--- src/rtl/lite_nasti_read_arbiter.sv ---
// lite_nasti_read_arbiter
//   Shares one NASTI-Lite read port (AR/R) among NUM_MASTER read masters.
//   The AR channel is arbitrated round-robin. The granted master's index is
//   prepended to its ID. R beats are routed back by the upper MW bits of s_r_id.
//   Each master has a credit limit of MAX_OUTSTANDING reads in flight.
//   The block has no buffering. Both channels are pure combinational paths.
// Ports
//   clk, rstn           : clock, async active-low reset (outputs held idle in reset)
//   m_ar_*              : per-master AR requests (packed [NUM_MASTER-1:0][..])
//   m_ar_ready          : per-master AR ready, only the granted master's bit can be set
//   m_r_*               : per-master R responses, payload broadcast, valid one-hot
//   s_ar_*              : shared AR port, s_ar_id = {grant index, master id}
//   s_r_*               : shared R port

// Per-master outstanding-read credit counter.
module lite_nasti_read_credit #(
    parameter int MAX_OUTSTANDING = 2,
    parameter int CW              = 2
) (
    input  logic clk,
    input  logic rstn,
    input  logic i_inc,
    input  logic i_dec,
    output logic o_avail
);
    logic [CW-1:0] r_cnt;
    logic          w_dec_ok;

    // A stray R beat when nothing is outstanding is allowed through, but the count stays at 0.
    assign w_dec_ok = i_dec && (r_cnt != '0);
    assign o_avail  = int'(r_cnt) < MAX_OUTSTANDING;

    always_ff @(posedge clk or negedge rstn) begin
        if (!rstn) begin
            r_cnt <= '0;
        end else begin
            case ({i_inc, w_dec_ok})
                2'b10:   if (o_avail) r_cnt <= r_cnt + CW'(1);
                2'b01:   r_cnt <= r_cnt - CW'(1);
                default: r_cnt <= r_cnt;  // idle, or issue and retire in the same cycle
            endcase
        end
    end
endmodule

module lite_nasti_read_arbiter #(
    parameter int NUM_MASTER      = 2,
    parameter int ID_WIDTH        = 1,
    parameter int ADDR_WIDTH      = 8,
    parameter int DATA_WIDTH      = 32,
    parameter int USER_WIDTH      = 1,
    parameter int MAX_OUTSTANDING = 2,
    localparam int MW             = $clog2(NUM_MASTER),
    localparam int SID_WIDTH      = ID_WIDTH + MW
) (
    input  logic                                   clk,
    input  logic                                   rstn,
    input  logic [NUM_MASTER-1:0][ID_WIDTH-1:0]    m_ar_id,
    input  logic [NUM_MASTER-1:0][ADDR_WIDTH-1:0]  m_ar_addr,
    input  logic [NUM_MASTER-1:0][2:0]             m_ar_prot,
    input  logic [NUM_MASTER-1:0][3:0]             m_ar_qos,
    input  logic [NUM_MASTER-1:0][3:0]             m_ar_region,
    input  logic [NUM_MASTER-1:0][USER_WIDTH-1:0]  m_ar_user,
    input  logic [NUM_MASTER-1:0]                  m_ar_valid,
    output logic [NUM_MASTER-1:0]                  m_ar_ready,
    output logic [NUM_MASTER-1:0][ID_WIDTH-1:0]    m_r_id,
    output logic [NUM_MASTER-1:0][DATA_WIDTH-1:0]  m_r_data,
    output logic [NUM_MASTER-1:0][1:0]             m_r_resp,
    output logic [NUM_MASTER-1:0][USER_WIDTH-1:0]  m_r_user,
    output logic [NUM_MASTER-1:0]                  m_r_valid,
    input  logic [NUM_MASTER-1:0]                  m_r_ready,
    output logic [SID_WIDTH-1:0]                   s_ar_id,
    output logic [ADDR_WIDTH-1:0]                  s_ar_addr,
    output logic [2:0]                             s_ar_prot,
    output logic [3:0]                             s_ar_qos,
    output logic [3:0]                             s_ar_region,
    output logic [USER_WIDTH-1:0]                  s_ar_user,
    output logic                                   s_ar_valid,
    input  logic                                   s_ar_ready,
    input  logic [SID_WIDTH-1:0]                   s_r_id,
    input  logic [DATA_WIDTH-1:0]                  s_r_data,
    input  logic [1:0]                             s_r_resp,
    input  logic [USER_WIDTH-1:0]                  s_r_user,
    input  logic                                   s_r_valid,
    output logic                                   s_r_ready
);
    localparam int CW = $clog2(MAX_OUTSTANDING + 1);

    typedef enum logic {ARB = 1'b0, LOCK = 1'b1} state_t;

    state_t                r_state, w_state_nxt;
    logic [MW-1:0]         r_rr_ptr, r_lock_idx;
    logic [MW-1:0]         w_arb_idx, w_cand, w_grant, w_r_idx;
    logic                  w_arb_any, w_s_ar_valid, w_ar_hs, w_s_r_ready;
    logic [NUM_MASTER-1:0] w_avail, w_elig, w_inc, w_dec;

    // Credit counters, one per master.
    lite_nasti_read_credit #(
        .MAX_OUTSTANDING(MAX_OUTSTANDING),
        .CW             (CW)
    ) u_credit [NUM_MASTER-1:0] (
        .clk    (clk),
        .rstn   (rstn),
        .i_inc  (w_inc),
        .i_dec  (w_dec),
        .o_avail(w_avail)
    );

    assign w_elig = m_ar_valid & w_avail;

    // Round-robin search from r_rr_ptr. The loop runs downwards so the
    // nearest eligible index (smallest offset) is written last and wins.
    always_comb begin
        w_arb_idx = '0;
        w_arb_any = 1'b0;
        w_cand    = '0;
        for (int k = NUM_MASTER - 1; k >= 0; k--) begin
            w_cand = MW'((int'(r_rr_ptr) + k) % NUM_MASTER);
            if (w_elig[w_cand]) begin
                w_arb_idx = w_cand;
                w_arb_any = 1'b1;
            end
        end
    end

    // LOCK pins the grant while a presented AR waits for ready, so the AR
    // payload stays stable even if the round-robin choice would change.
    always_comb begin
        w_state_nxt  = r_state;
        w_grant      = w_arb_idx;
        w_s_ar_valid = w_arb_any;
        if (r_state == LOCK) begin
            w_grant      = r_lock_idx;
            w_s_ar_valid = m_ar_valid[r_lock_idx];
        end
        if (!rstn) w_s_ar_valid = 1'b0;
        w_ar_hs = w_s_ar_valid && s_ar_ready;
        case (r_state)
            ARB:     if (w_s_ar_valid && !s_ar_ready) w_state_nxt = LOCK;
            LOCK:    if (w_ar_hs) w_state_nxt = ARB;
            default: w_state_nxt = ARB;
        endcase
    end

    always_ff @(posedge clk or negedge rstn) begin
        if (!rstn) begin
            r_state    <= ARB;
            r_rr_ptr   <= '0;
            r_lock_idx <= '0;
        end else begin
            r_state <= w_state_nxt;
            if (r_state == ARB && w_s_ar_valid && !s_ar_ready) r_lock_idx <= w_grant;
            if (w_ar_hs)
                r_rr_ptr <= (int'(w_grant) + 1 == NUM_MASTER) ? '0 : w_grant + MW'(1);
        end
    end

    // AR mux
    assign s_ar_valid  = w_s_ar_valid;
    assign s_ar_id     = {w_grant, m_ar_id[w_grant]};
    assign s_ar_addr   = m_ar_addr[w_grant];
    assign s_ar_prot   = m_ar_prot[w_grant];
    assign s_ar_qos    = m_ar_qos[w_grant];
    assign s_ar_region = m_ar_region[w_grant];
    assign s_ar_user   = m_ar_user[w_grant];

    // R routing. An index with no master behind it (when NUM_MASTER is not
    // a power of 2) keeps the default ready=1, so the beat is dropped.
    assign w_r_idx = s_r_id[SID_WIDTH-1 -: MW];

    always_comb begin
        w_s_r_ready = 1'b1;
        for (int i = 0; i < NUM_MASTER; i++)
            if (w_r_idx == MW'(i)) w_s_r_ready = m_r_ready[i];
        if (!rstn) w_s_r_ready = 1'b0;
    end

    assign s_r_ready = w_s_r_ready;

    for (genvar i = 0; i < NUM_MASTER; i++) begin : g_master
        assign m_ar_ready[i] = w_ar_hs && (w_grant == MW'(i));
        assign m_r_valid[i]  = rstn && s_r_valid && (w_r_idx == MW'(i));
        assign m_r_id[i]     = s_r_id[ID_WIDTH-1:0];
        assign m_r_data[i]   = s_r_data;
        assign m_r_resp[i]   = s_r_resp;
        assign m_r_user[i]   = s_r_user;
        assign w_inc[i]      = m_ar_ready[i];
        assign w_dec[i]      = m_r_valid[i] && m_r_ready[i];
    end
endmodule
--- config.mk ---
export PLATFORM = sky130hd
export DESIGN_NAME = lite_nasti_read_arbiter
export DESIGN_NICKNAME = d
export VERILOG_FILES = /design/src/rtl/lite_nasti_read_arbiter.sv
export SDC_FILE = /design/constraint.sdc
export NUM_CORES = 1
export LEC_CHECK = 0
export BUFFER_PORTS_ARGS = -buffer_cell sky130_fd_sc_hd__buf_2
export CAP_MARGIN = 20
export CORE_MARGIN = 5
export CORE_UTILIZATION = 29
export DETAILED_ROUTE_END_ITERATION = 8
export PLACE_DENSITY_LB_ADDON = 0.25
export SLEW_MARGIN = 10
export SYNTH_ARGS = -nofsm -noshare
export SYNTH_HDL_FRONTEND = slang
export SYNTH_HIERARCHICAL = 1
export SYNTH_SLANG_ARGS = --single-unit
--- constraint.sdc ---
create_clock -name clk -period 1.7 [get_ports clk]
set_input_delay 0.34 -clock clk [delete_from_list [all_inputs] [get_ports clk]]
set_output_delay 0.34 -clock clk [all_outputs]
set_load 0.01 [all_outputs]
Yosys cells after proc, flatten, opt, wreduce, memory -nomap -nowiden
Cells that the tools add are included.
{"block": "word_totals", "out_inout_bits": 100, "input_bits": 87, "ff_bits": 7, "elab_cells": 84}
{"block": "classes", "bitwise_logic": 4, "n_eq_ne": 7, "n_reduce_logical": 20, "mux": 35, "order_cmp": 6, "addsub": 7}
{"op": "2-to-1 mux 1 bit", "count": 22}
{"op": "2-to-1 mux 4 bit", "count": 4}
{"op": "2-to-1 mux 8 bit", "count": 2}
{"op": "logical AND 1 bit", "count": 13}
{"op": "less-than comparator 1 x 2 -> 1 bit, second input constant", "count": 4}
{"op": "one-hot mux 2 bit (2 select lines)", "count": 2}
{"op": "nonzero test 2 bit", "count": 4}
{"op": "== test 2 bit, second input constant", "count": 3}
{"op": "2-to-1 mux 3 bit", "count": 2}
{"op": "adder 2 x 1 -> 2 bit, second input constant", "count": 2}
{"op": "== test 2 x 1 -> 1 bit, second input constant", "count": 2}
{"op": "less-than comparator 2 bit, second input constant", "count": 2}
{"op": "2-to-1 mux 2 bit", "count": 2}
{"op": "inequality test 2 x 1 -> 1 bit, second input constant", "count": 2}
{"op": "AND reduction 2 bit", "count": 2}
{"op": "subtractor 2 x 1 -> 2 bit, second input constant", "count": 2}
{"op": "inverter 1 bit", "count": 3}
{"op": "adder 1 bit, second input constant", "count": 2}
{"op": "adder 1 x 1 -> 2 bit, second input constant", "count": 1}
{"op": "AND 2 bit", "count": 1}
{"op": "one-hot mux 1 bit (2 select lines)", "count": 1}
{"op": "logical NOT 1 bit", "count": 1}

Logic depth before layout (Yosys ltp)
Gate-level depths: netlist of run 1.
{"block": "logic_depth", "depth_word": 13, "mapped_depth": 10, "depth_no_buf": 9}

By module
Netlist of run 1, hierarchy kept.
{"module": "lite_nasti_read_arbiter", "cells_per_inst": 129, "area_per_inst_um2": 1153.6, "instances": 1, "seq_area_each_um2": 75.1}
{"module": "lite_nasti_read_credit", "cells_per_inst": 12, "area_per_inst_um2": 115.1, "instances": 2, "seq_area_each_um2": 50.0}

Least setup slack after synthesis of run 1
No wires, ideal clock.
{"block": "synth_timing", "path_kind": "register -> register", "startpoint": "reg u_credit[0].r_cnt[1]", "endpoint": "reg u_credit[0].r_cnt[0]", "t_arrival_ns": 1.791, "path_stages_with_launch": 10, "path_buffers": 1, "setup_time_ns": 0.120, "period_less_slack_ns": 1.912, "slack_ns": -0.212, "t_required_ns": 1.580, "cell_sequence": "dfrtp_1 > inv_1 > a311oi_2 > a21oi_2 > inv_4 > buf_12 > nor2_1 > nand2b_4 > a211oi_2 > a31o_2"}
{"block": "synth_via", "elab_cells_between_ends": 24, "classes_between": "order compare (1); eq/ne (3); mux (12); bitwise (2); reduce/logical (6)"}
{"element": "start, declared", "line_no": "26", "rtl": "logic [CW-1:0] r_cnt;"}
{"element": "start signal, assigned", "line_no": "38", "rtl": "2'b10: if (o_avail) r_cnt <= r_cnt + CW'(1);"}
{"element": "start signal, assigned", "line_no": "39", "rtl": "2'b01: r_cnt <= r_cnt - CW'(1);"}
{"element": "start signal, assigned", "line_no": "40", "rtl": "default: r_cnt <= r_cnt;"}
{"element": "less-than comparator 2 bit *", "line_no": "31", "rtl": "assign o_avail = int'(r_cnt) < MAX_OUTSTANDING;"}
{"element": "via w_avail[0]", "line_no": "95", "rtl": "logic [NUM_MASTER-1:0] w_avail, w_elig, w_inc, w_dec;"}
{"element": "AND 2 bit *", "line_no": "109", "rtl": "assign w_elig = m_ar_valid & w_avail;"}
{"element": "2-to-1 mux 1 bit (not written as such) (2 in a row)", "line_no": "119", "rtl": "if (w_elig[w_cand]) begin"}
{"element": "2-to-1 mux 1 bit", "line_no": "119"}
{"element": "2-to-1 mux 1 bit *", "line_no": "119"}
{"element": "2-to-1 mux 1 bit *", "line_no": "132", "rtl": "if (r_state == LOCK) begin"}
{"element": "via w_grant", "line_no": "93", "rtl": "logic [MW-1:0] w_arb_idx, w_cand, w_grant, w_r_idx;"}
{"element": "inverter 1 bit *", "line_no": "181", "rtl": "assign m_ar_ready[i] = w_ar_hs && (w_grant == MW'(i));"}
{"element": "logical AND 1 bit *", "line_no": "181"}
{"element": "via m_ar_ready[0]", "line_no": "65", "rtl": "output logic [NUM_MASTER-1:0] m_ar_ready,"}
{"element": "== test 2 bit or == test 2 x 1 -> 1 bit (tied branches)", "line_no": "37", "rtl": "case ({i_inc, w_dec_ok})"}
{"element": "inequality test 2 x 1 -> 1 bit (no source line) or nonzero test 2 bit (tied branches)"}
{"element": "AND reduction 2 bit (no source line)"}
Mark *: on every way through the listed nets, which the timed path passes. The rest lies on a longest branch. The select of a mux whose other input is x is not followed.
A chain may end at the register's enable or synchronous reset.

Worst setup path in the final report of run 1
{"block": "layout_timing", "startpoint": "reg u_credit[1].r_cnt[1]", "endpoint": "out s_ar_qos[3]"}
{"block": "layout_via", "elab_chain_len": 9, "elab_cells_between_ends": 11, "classes_between": "order compare (1); mux (9); bitwise (1)"}
{"element": "start, declared", "line_no": "26"}
{"element": "start signal, assigned", "line_no": "38"}
{"element": "start signal, assigned", "line_no": "39"}
{"element": "start signal, assigned", "line_no": "40"}
{"element": "less-than comparator 2 bit *", "line_no": "31"}
{"element": "via w_avail[1]", "line_no": "95"}
{"element": "AND 2 bit *", "line_no": "109"}
{"element": "2-to-1 mux 1 bit (not written as such) (2 in a row)", "line_no": "119"}
{"element": "2-to-1 mux 1 bit", "line_no": "119"}
{"element": "2-to-1 mux 1 bit *", "line_no": "119"}
{"element": "2-to-1 mux 1 bit *", "line_no": "132"}
{"element": "2-to-1 mux 4 bit (not written as such) * (2 in a row)", "line_no": "163", "rtl": "assign s_ar_qos = m_ar_qos[w_grant];"}
{"element": "end, declared", "line_no": "75", "rtl": "output logic [3:0] s_ar_qos,"}
Marked as above.

==> impl_metrics.ini, run 1 <==
[outcome]
status = finished, violations left
violations = setup timing

[drt]
routed_wl_mm = 4.00
first_pass_iters = 4
drc = 0
drtIter0Drc = 8
avgViaCountPerCell = 4.55
postRouteAntennaNets = 0
vias = 1083
drt-wirelength-per-cell_um = 16.8

[synthesis]
netlist_area_um2 = 1380
yosysSeqAreaShare = 0.127
avgSynthCellArea_um2 = 9.04
synthCells = 153
ys_ff_latch = 7
synth_fp_nets = 240
synth_cell_types = 26
ys_warn_count = 6

[cts]
cts.sinks = 7
cts_root_buf = clkbuf_8
insertion_delay_ns = 0.23
cts_inserted_buffers = 3
clockBufferDepth = 2
cts_tree = built
clkSlewWorstSetupHoldPaths_ns = 0.04
ctsHoldBuffers = 0
htreeDepth = 1

[placement]
port_buffers = 78
dp_hpwl_mm = 3.30
dp_cells = 225
gp_congestion = 0.720

[floorplanning]
initial_core_util = 0.295
core_um2 = 4690
rows = 25
die_h_um = 79.1
die_w_um = 79.1
die-area_um2 = 6250
boundaryPins = 187

[setup_path]
required_ns = 1.36
worstPathArrival_ns = 1.75
worst-setup-path-type = reg -> out
reg2reg_from = u_credit[1]/r_cnt[1]
r2r_end = u_credit[1]/r_cnt[0]
critPathLaunchType = register
rr_worst_depth = 11
cp_max_fo = 5
rrSetupSlack_ns = -0.14
end_kind = output pin

[sta]
fmax_mhz = 477
tightest_slew_ns = 0.265
min_period_over_period = 1.23
fin_crit_ns = 2.09
slew_headroom = 0.823
setup_viol = 28
holdWs_ns = 0.0422
rsz0062_at_grt = true
finalWorstSetupSlack_ns = -0.395
maxSlewViolCount = 0
finClkSkew_ns = 0.00301
hold_violations = 0

[grt]
antenna_found_initial = 0
grt.total_usage = 0.116
grt_pass1_vias = 1096
grt_pass1_wl_mm = 5.51
grt_max_degree = 13
grt-ovfl-total = 0

[job]
cap_violations = 0

[final_layout]
fin_cells = 238
final_cell_mix = 56 x buf_2, 28 x buf_6, 21 x mux2_4, 16 x buf_4, 10 x nor2_1
syn2layout_area_growth_pct = 25.7
drive_gt1_frac = 0.804
final_common_cell = buf_2
antenna_cells = 0
fin_nets = 272

[power_and_ir_drop]
design_power_total_mw = 2.08
p_leak_nw = 0.898
ir_worst_vdd_mv = 0.816
power_density_nw_per_um2 = 1190

[hold_path]
holdCritPathClass = in -> async
synth_stat cells:
cell | instances | area, µm²
buf_12 | 2 | 40.0
a21oi_2 | 1 | 8.76
a22oi_1 | 1 | 7.51
a21oi_1 | 4 | 20.0
nor2_1 | 12 | 45.0
o211a_1 | 1 | 10.0
mux2i_1 | 2 | 20.0
mux2_2 | 5 | 56.3
buf_4 | 73 | 548
and3_1 | 1 | 6.26
o22a_1 | 1 | 8.76
nand2b_4 | 2 | 27.5
mux2_4 | 17 | 255
nand2b_1 | 1 | 6.26
buf_6 | 1 | 11.3
dfrtp_1 | 7 | 175
a31o_2 | 2 | 17.5
inv_4 | 1 | 6.26
nor3_1 | 1 | 5.00
a311oi_2 | 1 | 15.0
inv_1 | 5 | 18.8
a21boi_0 | 1 | 7.51
nand3_1 | 2 | 10.0
nand2_1 | 6 | 22.5
a22o_2 | 1 | 10.0
a211oi_2 | 2 | 25.0
how the worst max path moves through the flow:
stage / start / endpoint
3_3_place_gp: m_ar_valid[0] / s_ar_region[0]
5_1_grt: u_credit[1]/r_cnt[1] / s_ar_region[1]
6_report: u_credit[1]/r_cnt[1] / s_ar_qos[3]
4_1_cts: u_credit[1]/r_cnt[1] / s_ar_qos[3]
3_5_place_dp: m_ar_valid[1] / s_ar_qos[3]
2_1_floorplan: register / s_ar_addr[0]
area by class of cell:
type / count / area (µm²)
Clock buffer: 4 / 45.0
Fill cell: 480 / 2950
Inverter: 6 / 25.0
Multi-Input combinational cell: 64 / 646
Sequential cell: 7 / 175
Tap cell: 54 / 67.6
Timing Repair Buffer: 103 / 781
critical path, cell delays in order (launching register included):
cell	delay (ns)
dfrtp_1	0.38
inv_2	0.06
nand2_2	0.05
a311oi_2	0.24
a21oi_2	0.09
inv_4	0.12
buf_12	0.13
mux2_4	0.30
buf_2	0.16
logic make-up (layout without fill, tap and decap cells):
logic type      Yosys count  count (layout)  share of synthesized area
buf+inv                  82             113                      0.451
simple gates             25              25                     0.0886
mux                      24              24                      0.240
compound gates           15              15                     0.0940
flops                     7               7                      0.127
metrics by stage:
step	instance area, µm²	setup TNS, ns	utilization	worst slack [ns]
4_1_cts	1690	-8.88	0.360	-0.409
6_report	1740	-9.07	0.371	-0.395
5_1_grt	1740	-11.38	0.371	-0.477
2_1_floorplan	1400	-0.665	-	-0.0390
3_5_place_dp	1400	-3.49	0.299	-0.180
3_3_place_gp	1400	-3.29	0.299	-0.171
where the power goes:
group	total, mW	switching (mW)	internal (mW)
Combinational	1.55	0.592	0.962
Sequential	0.277	0.0505	0.226
Clock	0.246	0.0827	0.163
Total	2.08	0.726	1.35
routing by layer:
metal | vias up | track usage | share of wire
li1 | 495 | - | -
met1 | 487 | 0.108 | 0.31
met2 | 75 | 0.211 | 0.54
met3 | 26 | 0.0431 | 0.11
met4 | 0 | 0.0704 | 0.043
met5 | - | 0 | 0
timing repair:
| item | CTS | global route |
|---|---|---|
| gates resized for setup | 37 | 2 |
| pin swaps | 7 | 4 |
| buffers inserted | 7 | 2 |
| endpoints found under the setup margin | 26 | 30 |
| gates cloned | 0 | 1 |
Note: power is estimated with default switching activity, not from simulation.
==> run 2: changes to the inputs <==
--- a/config.mk
+++ b/config.mk
@@ -7,9 +7,12 @@
 export LEC_CHECK = 0
 export BUFFER_PORTS_ARGS = -buffer_cell sky130_fd_sc_hd__buf_2
 export CAP_MARGIN = 20
+export CELL_PAD_IN_SITES_DETAIL_PLACEMENT = 1
+export CELL_PAD_IN_SITES_GLOBAL_PLACEMENT = 2
 export CORE_MARGIN = 5
-export CORE_UTILIZATION = 29
+export CORE_UTILIZATION = 13
 export DETAILED_ROUTE_END_ITERATION = 8
+export GPL_ROUTABILITY_DRIVEN = 1
 export PLACE_DENSITY_LB_ADDON = 0.25
 export SLEW_MARGIN = 10
 export SYNTH_ARGS = -nofsm -noshare
==> impl_metrics.ini, run 2 (synthesized netlist as in run 1, its figures left out) <==
[cts]
cts_tree = built
insertion_delay_ns = 0.23
htreeDepth = 1
clkSlewWorstSetupHoldPaths_ns = 0.04
cts.sinks = 7
cts_inserted_buffers = 3
clockBufferDepth = 2
cts_root_buf = clkbuf_8

[final_layout]
final_common_cell = buf_2
post-route-util = 0.177
final_cell_mix = 55 x buf_2, 28 x buf_6, 21 x mux2_4, 16 x buf_4, 10 x nor2_1
fin_nets = 271
drive_gt1_frac = 0.798
fin_cells = 319
syn2layout_area_growth_pct = 32.5
antenna_cells = 0

[sta]
slew_headroom = 0.810
setup_viol = 29
maxSlewViolCount = 0
hold_violations = 0
tightest_slew_ns = 0.285
tns_ns = -9.72
finalWorstSetupSlack_ns = -0.413
fmax_mhz = 473
min_period_over_period = 1.24
rsz0062_at_grt = true
fin_crit_ns = 2.11
finClkSkew_ns = 0.00268

[power_and_ir_drop]
ir_worst_vdd_mv = 0.236
p_leak_nw = 0.890
power_density_nw_per_um2 = 1120

[floorplanning]
initial_core_util = 0.133
die-area_um2 = 12800
rows = 37
core_um2 = 10400
boundaryPins = 187
die_w_um = 113
die_h_um = 113

[grt]
grt_max_degree = 13
grt_use_met2 = 0.103
grt.met1_usage = 0.0561
grt.total_usage = 0.0547
grt_pass1_vias = 1188
antenna_found_initial = 0
grt_busiest_layer = met2
grt-ovfl-total = 0
grt_pass1_wl_mm = 5.78
use_met3 = 0.0187

[drt]
avgViaCountPerCell = 3.15
postRouteAntennaNets = 0
drtIter0Drc = 12
drt-wirelength-per-cell_um = 11.5
routed_wl_mm = 3.66
first_pass_iters = 2
vias = 1006
drc = 0

[setup_path]
rrSetupSlack_ns = -0.22
end_kind = output pin
critPathLaunchType = register
reg2reg_from = u_credit[1]/r_cnt[1]
max_stage_delay_ns = 0.38
critical-path-slowest-cell = dfrtp_1
worstPathArrival_ns = 1.77
required_ns = 1.36
crit_chain = inv_2 > nand2_2 > a311oi_2 > a21oi_2 > inv_4 > buf_12 > mux2_4 > buf_2
startpoint = u_credit[1]/r_cnt[1]
worst-setup-path-type = reg -> out
cp_max_fo = 10

[placement]
gp_congestion = 0.683
port_buffers = 78
dp_cells = 309
dp_hpwl_mm = 3.01

[outcome]
status = finished, violations left
violations = setup timing

[job]
cap_violations = 0

[hold_path]
holdCritPathClass = in -> async
run 2: cell count changes in the layout (fill, tap and decap cells not counted):
cell / delta
buf_2: -1
a21oi_2: -1
nor3_2: -1
a21oi_1: +1
nand3_2: +1
nor3_1: +1
nand3_1: -1
run 2: critical path: cells and delay by family, from the launching register on:
kind | cells | cell delay (ns)
flip-flops | 1 | 0.38
buffers and inverters | 4 | 0.48
AO/OA/AOI/OAI | 2 | 0.35
AND/OR/NAND/NOR | 1 | 0.05
multiplexers | 1 | 0.29
run 2: final timing paths:
check / to / depth (start not counted)
max: s_ar_prot[2] / 8
min: u_credit[0]/r_cnt[0] / 2
max reg2reg: u_credit[0]/r_cnt[0] / 12
min reg2reg: u_credit[0]/r_cnt[1] / 2
max in group asynchronous: async pin / 2
min in group clk: register / 3
run 2: area by class of cell:
class,count,area [µm²]
Tap cell,136,170
Sequential cell,7,175
Timing Repair Buffer,102,776
Fill cell,1258,8540
Inverter,6,25.0
Clock buffer,4,45.0
Multi-Input combinational cell,64,642
run 2: through the flow:
stage	setup slack, ns	hold WS [ns]	area (µm²)	power (mW)
after floorplan	-0.0390	0.0444	1400	1.25
after global placement	-0.215	0.337	1520	1.50
after global routing	-0.504	0.0944	1830	2.21
after CTS	-0.448	0.0878	1760	2.01
after detailed placement	-0.229	0.335	1520	1.49
final	-0.413	0.0820	1830	2.06
run 2: where the power goes:
group	total, mW	leakage (nW)	switching (mW)	internal [mW]
clock network	0.240	0.0228	0.0773	0.163
logic	1.55	0.780	0.581	0.964
registers	0.276	0.0873	0.0495	0.226
run 2: routing by layer:
| layer | wire (µm) | share of wire |
|---|---|---|
| met1 | 1270 | 0.35 |
| met2 | 2070 | 0.56 |
| met3 | 279 | 0.076 |
| met5 | 0 | 0 |
| met4 | 44 | 0.012 |
run 2: timing repair:
action / in CTS / in global routing
gates resized for setup: 31 / 7
pin swaps: 4 / 2
hold buffers: 0 / 0
buffers inserted: 4 / 2
gates cloned: 0 / 1
setup endpoints to repair: 27 / 29
==> run 3: changes to the inputs <==
--- a/config.mk
+++ b/config.mk
@@ -11,6 +11,7 @@
 export CELL_PAD_IN_SITES_GLOBAL_PLACEMENT = 2
 export CORE_MARGIN = 5
 export CORE_UTILIZATION = 13
+export CTS_BUF_LIST = sky130_fd_sc_hd__clkbuf_2 sky130_fd_sc_hd__clkbuf_4 sky130_fd_sc_hd__clkbuf_8
 export DETAILED_ROUTE_END_ITERATION = 8
 export GPL_ROUTABILITY_DRIVEN = 1
 export PLACE_DENSITY_LB_ADDON = 0.25
==> impl_metrics.ini, run 3 (synthesized netlist as in run 1, its figures left out) <==
[outcome]
status = finished, violations left
violations = setup timing

[final_layout]
drive_gt1_frac = 0.803
final_cell_mix = 55 x buf_2, 28 x buf_6, 21 x mux2_4, 16 x buf_4, 10 x nor2_1
final_common_cell = buf_2
seq_area_um2 = 175
fin_nets = 271
multi_input_area_um2 = 642
syn2layout_area_growth_pct = 32.7
fillers = 1257
antenna_cells = 0

[drt]
drtIter0Drc = 12
first_pass_iters = 3
drc = 0
vias = 1004
avgViaCountPerCell = 3.15
routed_wl_mm = 3.66
postRouteAntennaNets = 0
drt-wirelength-per-cell_um = 11.5

[floorplanning]
core_um2 = 10400
initial_core_util = 0.133
die_h_um = 113
die-area_um2 = 12800
rows = 37
die_w_um = 113
boundaryPins = 187

[setup_path]
startpoint = u_credit[1]/r_cnt[1]
worst-setup-path-type = reg -> out
critical-path-slowest-cell = dfrtp_1
rrSetupSlack_ns = -0.22
required_ns = 1.36
end_kind = output pin
critPathLaunchType = register
crit_chain = inv_2 > nand2_2 > a311oi_2 > a21oi_2 > inv_4 > buf_12 > mux2_4 > buf_2
max_stage_delay_ns = 0.38
cp_max_fo = 10
worstPathArrival_ns = 1.78
reg2reg_from = u_credit[1]/r_cnt[1]

[job]
cap_violations = 0

[cts]
htreeDepth = 1
cts.sinks = 7
cts_tree = built
clockBufferDepth = 2
insertion_delay_ns = 0.23
ctsHoldBuffers = 0
cts_root_buf = clkbuf_8
cts_inserted_buffers = 3
clkSlewWorstSetupHoldPaths_ns = 0.04

[sta]
tns_ns = -9.78
tightest_slew_ns = 0.286
fin_crit_ns = 2.12
slew_headroom = 0.810
maxSlewViolCount = 0
fmax_mhz = 473
min_period_over_period = 1.24
rsz0062_at_grt = true
finClkSkew_ns = 0.00217
finalWorstSetupSlack_ns = -0.416
setup_viol = 29
hold_violations = 0

[power_and_ir_drop]
p_leak_nw = 0.893
ir_worst_vdd_mv = 0.243
power_density_nw_per_um2 = 1130

[grt]
antenna_found_initial = 0
grt_pass1_wl_mm = 5.76
grt-ovfl-total = 0
grt_max_degree = 13
grt.total_usage = 0.0544
grt_pass1_vias = 1188

[placement]
port_buffers = 78
place_ws_ns = -0.229
gp_congestion = 0.683
dp_hpwl_mm = 3.01

[hold_path]
holdCritPathClass = in -> async
run 3: cell counts in the layout (fill, tap and decap cells not counted):
No cell type changed its count.
run 3: routing by layer:
metal | GRT usage | wire length (µm) | up-vias
met4 | 0.0192 | 44 | 0
met3 | 0.0187 | 279 | 4
met2 | 0.102 | 2060 | 34
met1 | 0.0561 | 1280 | 475
li1 | - | - | 491
met5 | 0 | 0 | -
run 3: area by class of cell:
class / count / share of cell area
Clock buffer: 4 / 0.0266
Inverter: 6 / 0.0136
Multi-Input combinational cell: 64 / 0.349
Sequential cell: 7 / 0.0954
Tap cell: 136 / 0.0926
Timing Repair Buffer: 102 / 0.422
run 3: report_power, final:
| group | total, mW | switching (mW) | internal [mW] | leakage, nW |
|---|---|---|---|---|
| Combinational | 1.55 | 0.581 | 0.964 | 0.780 |
| Sequential | 0.276 | 0.0496 | 0.226 | 0.0873 |
| Clock | 0.257 | 0.0779 | 0.179 | 0.0262 |
| Total | 2.08 | 0.709 | 1.37 | 0.893 |
run 3: worst paths after layout:
kind                                   endpoint  cells past startpoint
setup / recovery                   s_ar_prot[2]                      8
hold / removal             u_credit[0]/r_cnt[0]                      2
setup reg to reg           u_credit[0]/r_cnt[0]                     12
hold reg to reg            u_credit[0]/r_cnt[1]                      2
max in group asynchronous             async pin                      2
min in group clk                       register                      3
run 3: repair_timing:
item / in CTS / in global routing
cloned: 0 / 1
pin swaps: 4 / 2
gates resized for setup: 31 / 7
setup endpoints to repair: 27 / 29
setup buffers: 4 / 2
run 3: critical path: cells and delay by family (launching register included):
family | cells | cell delay (ns)
compound gates | 2 | 0.35
buf+inv | 4 | 0.48
flops | 1 | 0.38
mux | 1 | 0.29
simple gates | 1 | 0.05
run 3: stage by stage:
stage / power (mW) / std cells / hold WS [ns] / utilization / instance area, µm²
floorplan: 1.25 / 153 / 0.0444 / - / 1400
global placement: 1.50 / 309 / 0.337 / 0.147 / 1520
detailed placement: 1.49 / 309 / 0.335 / 0.147 / 1520
CTS: 2.02 / 316 / 0.0878 / 0.170 / 1770
global route: 2.23 / 319 / 0.0944 / 0.177 / 1840
finish: 2.08 / 319 / 0.0831 / 0.177 / 1840
